$ cat src/rtl/cgra_config_pkg.sv
// rtl/cgra_config_pkg.sv - shared address field layout, idle constant and FSM states
package cgra_config_pkg;

  localparam int TILE_LSB    = 0;
  localparam int TILE_W      = 16;
  localparam int FEATURE_LSB = 16;
  localparam int FEATURE_W   = 8;
  localparam int REG_LSB     = 24;
  localparam int REG_W       = 8;

  localparam logic [31:0] IDLE_ADDR = 32'h0;

  typedef enum logic [1:0] {
    CFG_WAIT,
    CFG_LOAD,
    CFG_DONE
  } cfg_state_t;

endpackage

$ cat src/rtl/cgra_config_addr_decode.sv
// rtl/cgra_config_addr_decode.sv - combinational config address decode (CONFIG_READBACK_EN selects read support)
module cgra_config_addr_decode
  import cgra_config_pkg::*;
#(
  parameter logic [TILE_W-1:0]    TILE_ID    = 16'h0001,
  parameter logic [FEATURE_W-1:0] FEATURE_ID = 8'h00,
  parameter int                   NUM_REGS   = 8
) (
  input  logic [31:0]      addr,
  input  logic             read_req,
  output logic             hit,
  output logic             is_write,
  output logic             is_read,
  output logic [REG_W-1:0] index,
  output logic             out_of_range
);

  assign index = addr[REG_LSB +: REG_W];

  // The idle word never matches because TILE_ID is required to be nonzero.
  assign hit = (addr != IDLE_ADDR)
            && (addr[TILE_LSB +: TILE_W] == TILE_ID)
            && (addr[FEATURE_LSB +: FEATURE_W] == FEATURE_ID);

  // One extra bit so NUM_REGS = 256 compares correctly.
  assign out_of_range = ({1'b0, index} >= (REG_W + 1)'(NUM_REGS));

`ifdef CONFIG_READBACK_EN
  assign is_read  = hit & read_req;
  assign is_write = hit & ~read_req & ~out_of_range;
`else
  // Read request pin kept for netlist compatibility but has no effect.
  logic unused_read_req;
  assign unused_read_req = read_req;
  assign is_read  = 1'b0;
  assign is_write = hit & ~out_of_range;
`endif

endmodule

$ cat src/rtl/cgra_config_responder.sv
// rtl/cgra_config_responder.sv - per-tile config stream responder; readback enabled by CONFIG_READBACK_EN
module cgra_config_responder
  import cgra_config_pkg::*;
#(
  parameter logic [TILE_W-1:0]    TILE_ID     = 16'h0001,
  parameter logic [FEATURE_W-1:0] FEATURE_ID  = 8'h00,
  parameter int                   NUM_REGS    = 8,
  parameter int                   IDLE_CYCLES = 4
) (
  input  logic                     clk_in,
  input  logic                     reset_in,
  input  logic [31:0]              config_addr_in,
  input  logic [31:0]              config_data_in,
  input  logic                     config_read_in,
  output logic [NUM_REGS*32-1:0]   cfg_regs_out,
  output logic                     cfg_we_out,
  output logic                     cfg_done_out,
  output logic                     cfg_err_out,
  output logic [31:0]              read_data_out,
  output logic                     read_valid_out
);

  localparam int               CNT_W    = $clog2(IDLE_CYCLES + 1);
  localparam logic [CNT_W-1:0] IDLE_MAX = CNT_W'(IDLE_CYCLES);

  logic             hit;
  logic             is_write;
  logic             is_read;
  logic [REG_W-1:0] index;
  logic             out_of_range;

  cfg_state_t             state_q, state_d;
  logic [CNT_W-1:0]       idle_q, idle_d;
  logic [NUM_REGS*32-1:0] regs_q;

  cgra_config_addr_decode #(
    .TILE_ID    (TILE_ID),
    .FEATURE_ID (FEATURE_ID),
    .NUM_REGS   (NUM_REGS)
  ) u_decode (
    .addr         (config_addr_in),
    .read_req     (config_read_in),
    .hit          (hit),
    .is_write     (is_write),
    .is_read      (is_read),
    .index        (index),
    .out_of_range (out_of_range)
  );

  // Next idle count and next state; any nonzero word (hit or not) restarts the idle run.
  always_comb begin
    idle_d  = idle_q;
    state_d = state_q;
    if (config_addr_in != IDLE_ADDR) begin
      idle_d = '0;
    end else if (state_q == CFG_LOAD && idle_q != IDLE_MAX) begin
      idle_d = idle_q + 1'b1;
    end
    case (state_q)
      CFG_WAIT: if (is_write) state_d = CFG_LOAD;
      CFG_LOAD: if (idle_d == IDLE_MAX) state_d = CFG_DONE;
      CFG_DONE: if (is_write) state_d = CFG_LOAD;
      default:  state_d = CFG_WAIT;
    endcase
  end

  // State and idle counter registers.
  always_ff @(posedge clk_in) begin
    if (reset_in) begin
      state_q <= CFG_WAIT;
      idle_q  <= '0;
    end else begin
      state_q <= state_d;
      idle_q  <= idle_d;
    end
  end

  // Register file write; the decoded index is compared per slot to avoid an oversized array index.
  always_ff @(posedge clk_in) begin
    if (reset_in) begin
      regs_q <= '0;
    end else begin
      for (int i = 0; i < NUM_REGS; i++) begin
        if (is_write && index == REG_W'(i)) begin
          regs_q[32*i +: 32] <= config_data_in;
        end
      end
    end
  end

  // Write strobe follows each update by one cycle; the error flag is sticky until reset.
  always_ff @(posedge clk_in) begin
    if (reset_in) begin
      cfg_we_out  <= 1'b0;
      cfg_err_out <= 1'b0;
    end else begin
      cfg_we_out <= is_write;
      if (hit && out_of_range) cfg_err_out <= 1'b1;
    end
  end

  assign cfg_regs_out = regs_q;
  assign cfg_done_out = (state_q == CFG_DONE);

`ifdef CONFIG_READBACK_EN
  logic [31:0] rd_mux;

  // Select the addressed register; out-of-range reads return zero.
  always_comb begin
    rd_mux = 32'h0;
    for (int i = 0; i < NUM_REGS; i++) begin
      if (index == REG_W'(i)) rd_mux = regs_q[32*i +: 32];
    end
  end

  // Readback response is a single-cycle pulse one cycle after the request.
  always_ff @(posedge clk_in) begin
    if (reset_in) begin
      read_valid_out <= 1'b0;
      read_data_out  <= 32'h0;
    end else begin
      read_valid_out <= is_read;
      read_data_out  <= is_read ? rd_mux : 32'h0;
    end
  end
`else
  logic unused_is_read;
  assign unused_is_read = is_read;
  assign read_valid_out = 1'b0;
  assign read_data_out  = 32'h0;
`endif

endmodule

$ cat config.mk
export PLATFORM = sky130hd
export DESIGN_NAME = cgra_config_responder
export DESIGN_NICKNAME = d
export VERILOG_FILES = /design/src/rtl/cgra_config_pkg.sv /design/src/rtl/cgra_config_addr_decode.sv /design/src/rtl/cgra_config_responder.sv
export SDC_FILE = /design/constraint.sdc
export NUM_CORES = 1
export LEC_CHECK = 0
export CAP_MARGIN = 20
export CORE_UTILIZATION = 35
export DETAILED_ROUTE_END_ITERATION = 16
export GPL_TIMING_DRIVEN = 1
export PLACE_DENSITY_LB_ADDON = 0.2
export SLEW_MARGIN = 20
export SYNTH_ARGS = -nofsm -noshare
export SYNTH_HDL_FRONTEND = slang
export SYNTH_SLANG_ARGS = --single-unit
$ cat constraint.sdc
create_clock -name clk_in -period 2.6 [get_ports clk_in]
set_clock_uncertainty 0.1 [all_clocks]
set_input_delay 0.52 -clock clk_in [delete_from_list [all_inputs] [get_ports clk_in]]
set_output_delay 0.52 -clock clk_in [all_outputs]
set_load 0.01 [all_outputs]
==> impl_results.md <==
* Worst r2r src: idle_q[0]
* Post-synth EDFFs at 0
* Seq/Total Area, Yosys at 48.0%
* Sequential Power Share at 46.9%
* Pwr dens at 555 nW/um^2
* Non-Filler Instances at 1712
* Drt pass-1 iters at 4
* Via count at 7847
* Slew HR at 60.7%
* DRC at 0
* Setup Crit Path Kind: reg -> out
* Crit path launch type: register
* NetSw at 0.00188 W
* Cell Area, Synth at 11000 um^2
* DP Cell Count at 1660
* Max-cap violations at 0
* Critical path's slowest cell: clkdlybuf4s50_1
* Num CTS Buffers at 29
* IO buf count at 324
* Vias in the first global route at 7937
* Max Root-Sink Buffers at 3
* Crit Path Max Fanout at 3
* Post-cts resize count at 0
* Die Ht at 179 um
* Clock transition at path regs at 0.06 ns
* Worst Path Arrival at 1.61 ns
* Total power at 0.00861 W
* Post-synth top area share at 48.0%
* H-tree levels at 1
* Starting Density at 35.8%
* Crit path cell chain: nor2b_1 > clkdlybuf4s50_1
* Drt wl/cell at 17.7 um
* Largest net degree at the start of global routing at 86
* Total GRT Usage at 18.6%
* Status: completed
* Comb pwr share at 4.6%
* CTS root buf: clkbuf_16
* Ys Warns at 0
* Cells after Synth at 996
* CP Capture Type: primary output
* #FFs+latches synth at 263
* Antenna Nets Post-Route at 0
* RSZ-0062 raised after global routing: no
* Ys async rst share at 0%
* Placer congestion estimate at 0.740
* Final-report hold violation count at 0
* Place WS at 0.0278 ns
* Synth area leaders: dfxtp_1 (48%), mux2i_1 (23%), nand2b_1 (17%)
* Slowest stage delay, CP at 0.57 ns
* Die Area at 32000 um^2
* Period utilization at 85.9%
* Number of fill cells at 2809
* CTS tree: done
* Most frequent cells after synthesis: nand2b_1 (290), dfxtp_1 (263), mux2i_1 (257)
* Slew Viols, Final at 0
* DRT iter0 DRCs at 261
* First-pass GRT wire length at 46000 um
* Beginning of the worst hold path: cfg_regs_out[81]
* Std-Cell Rows at 64
* Grt ovf at 0
* Netlist cell types at 38
* Num Clock Sinks at 263
* Final min period at 2.23 ns
* Fin nets at 1364
* Share of cells above drive strength 1 at 7.67%
* HP Class: reg -> reg
* Initial antenna violation count at 0
* Worst skew pair latency at 0.53 ns
* Setup TNS Final at 0 ns
* Cell area after layout at 15500 um^2
* Critical Path RT at 1.98 ns
* Clock power share at 48.6%
* Worst Setup SP: state_q[1]
* Worst Tran Pin Value at 0.590 ns
* Flop-to-flop setup slack at 0.95 ns
* Pint at 0.00673 W
* Ports at 359
* Sw Share at 21.8%
* Fmax at 0.448 GHz
* Antenna diode count at 0
* P_leak at 7.00 nW
* Core area at 30700 um^2
* Cell with the most instances after synthesis: nand2b_1
* Max VDD drop at 0.428 mV
* Dpl cell area at 14500 um^2
* Die width at 179 um
* Post-CTS Hold Buffers at 0
* Drt total wl at 30300 um
* DR vias/cell at 4.58
* Primary FF master, synth: dfxtp_1
* Area delta synth->final at 41.4%
* Storage element area at 5270 um^2
* Biggest area consumer among synthesized cells: dfxtp_1
* Footprint of the multi-input gates at 5050 um^2
* Endpoints failing setup at 0
* Syn_area_per_cell at 11.0 um^2
* Setup slack after layout at 0.367 ns
* Dpl hpwl at 21200 um
* Post-CTS Repair Setup Buffers at 0
## layout make-up
type / instances / area share [%]
flip-flops and latches: 263 / 34.0
inverters: 2 / 0.0484
well taps: 396 / 3.20
clock buffers: 38 / 5.29
clock inverters: 14 / 1.00
repair buffers: 361 / 23.9
multi-input cells: 638 / 32.6
## path summary, 6_finish.rpt
check	end	cells past startpoint
min	cfg_regs_out[81]	2
max reg2reg	state_q[0]	5
min reg2reg	cfg_regs_out[81]	2
max	cfg_done_out	2
## layer usage
layer / global-route usage, % / routed length, um / up-vias / part of all wire, %
met5: 0 / 0 / - / 0
met4: 5.08 / 686 / 0 / 2.3
met3: 6.38 / 2790 / 45 / 9.2
met2: 30.7 / 13900 / 270 / 46
met1: 22.9 / 13000 / 3720 / 43
li1: - / - / 3812 / -
## logic make-up after synthesis
family	count (synthesis)	share of synthesized area (%)
buffers and inverters	127	7.06
and+or+nand+nor	337	20.5
AOI/OAI and AO/OA	6	0.445
xor gates and xnor gates	3	0.240
other	1	0.0342
muxes	257	23.5
adders and majority gates	2	0.228
DFF	263	48.0
## flip-flops by register name (all words and copies together) (netlist names)
register / cells
state_q: 2
idle_q: 3
cfg_we_out: 1
cfg_err_out: 1
cfg_regs_out: 256
## through the flow
step	hold slack [ns]	util [%]
detailed placement	0.362	47.4
finish	0.370	50.6
floorplan	0.393	-
global route	0.383	50.6
global placement	0.356	47.4
CTS	0.375	50.6
## critical path: cells and delay by family, from the launching register on
family | cells | cell delay, ns
buffers and inverters | 1 | 0.57
flip-flops | 1 | 0.34
AND/OR/NAND/NOR | 1 | 0.18
## power groups by stage
stage	combinational, W	clock, W	sequential, W
after floorplan	0.000256	0	0.00412
after global placement	0.000398	0	0.00412
after detailed placement	0.000399	0	0.00412
after CTS	0.000401	0.00429	0.00403
after global routing	0.000430	0.00446	0.00403
final	0.000394	0.00418	0.00403
## cells in the final DEF (no fill, tap or decap), types with 4 or more instances in the layout
cell / Yosys / routed
nor2_1: 4 / 4
clkinv_2: 0 / 8
clkbuf_16: 0 / 29
conb_1: 1 / 33
mux2i_1: 257 / 257
clkbuf_8: 0 / 6
nor3_1: 4 / 4
buf_12: 0 / 15
nor2b_1: 6 / 6
buf_4: 39 / 22
nand2_1: 4 / 4
nor4_2: 5 / 5
clkdlybuf4s50_1: 0 / 323
nand2b_1: 290 / 290
dfxtp_1: 263 / 263
No activity file was read; power rests on OpenSTA's default activity.
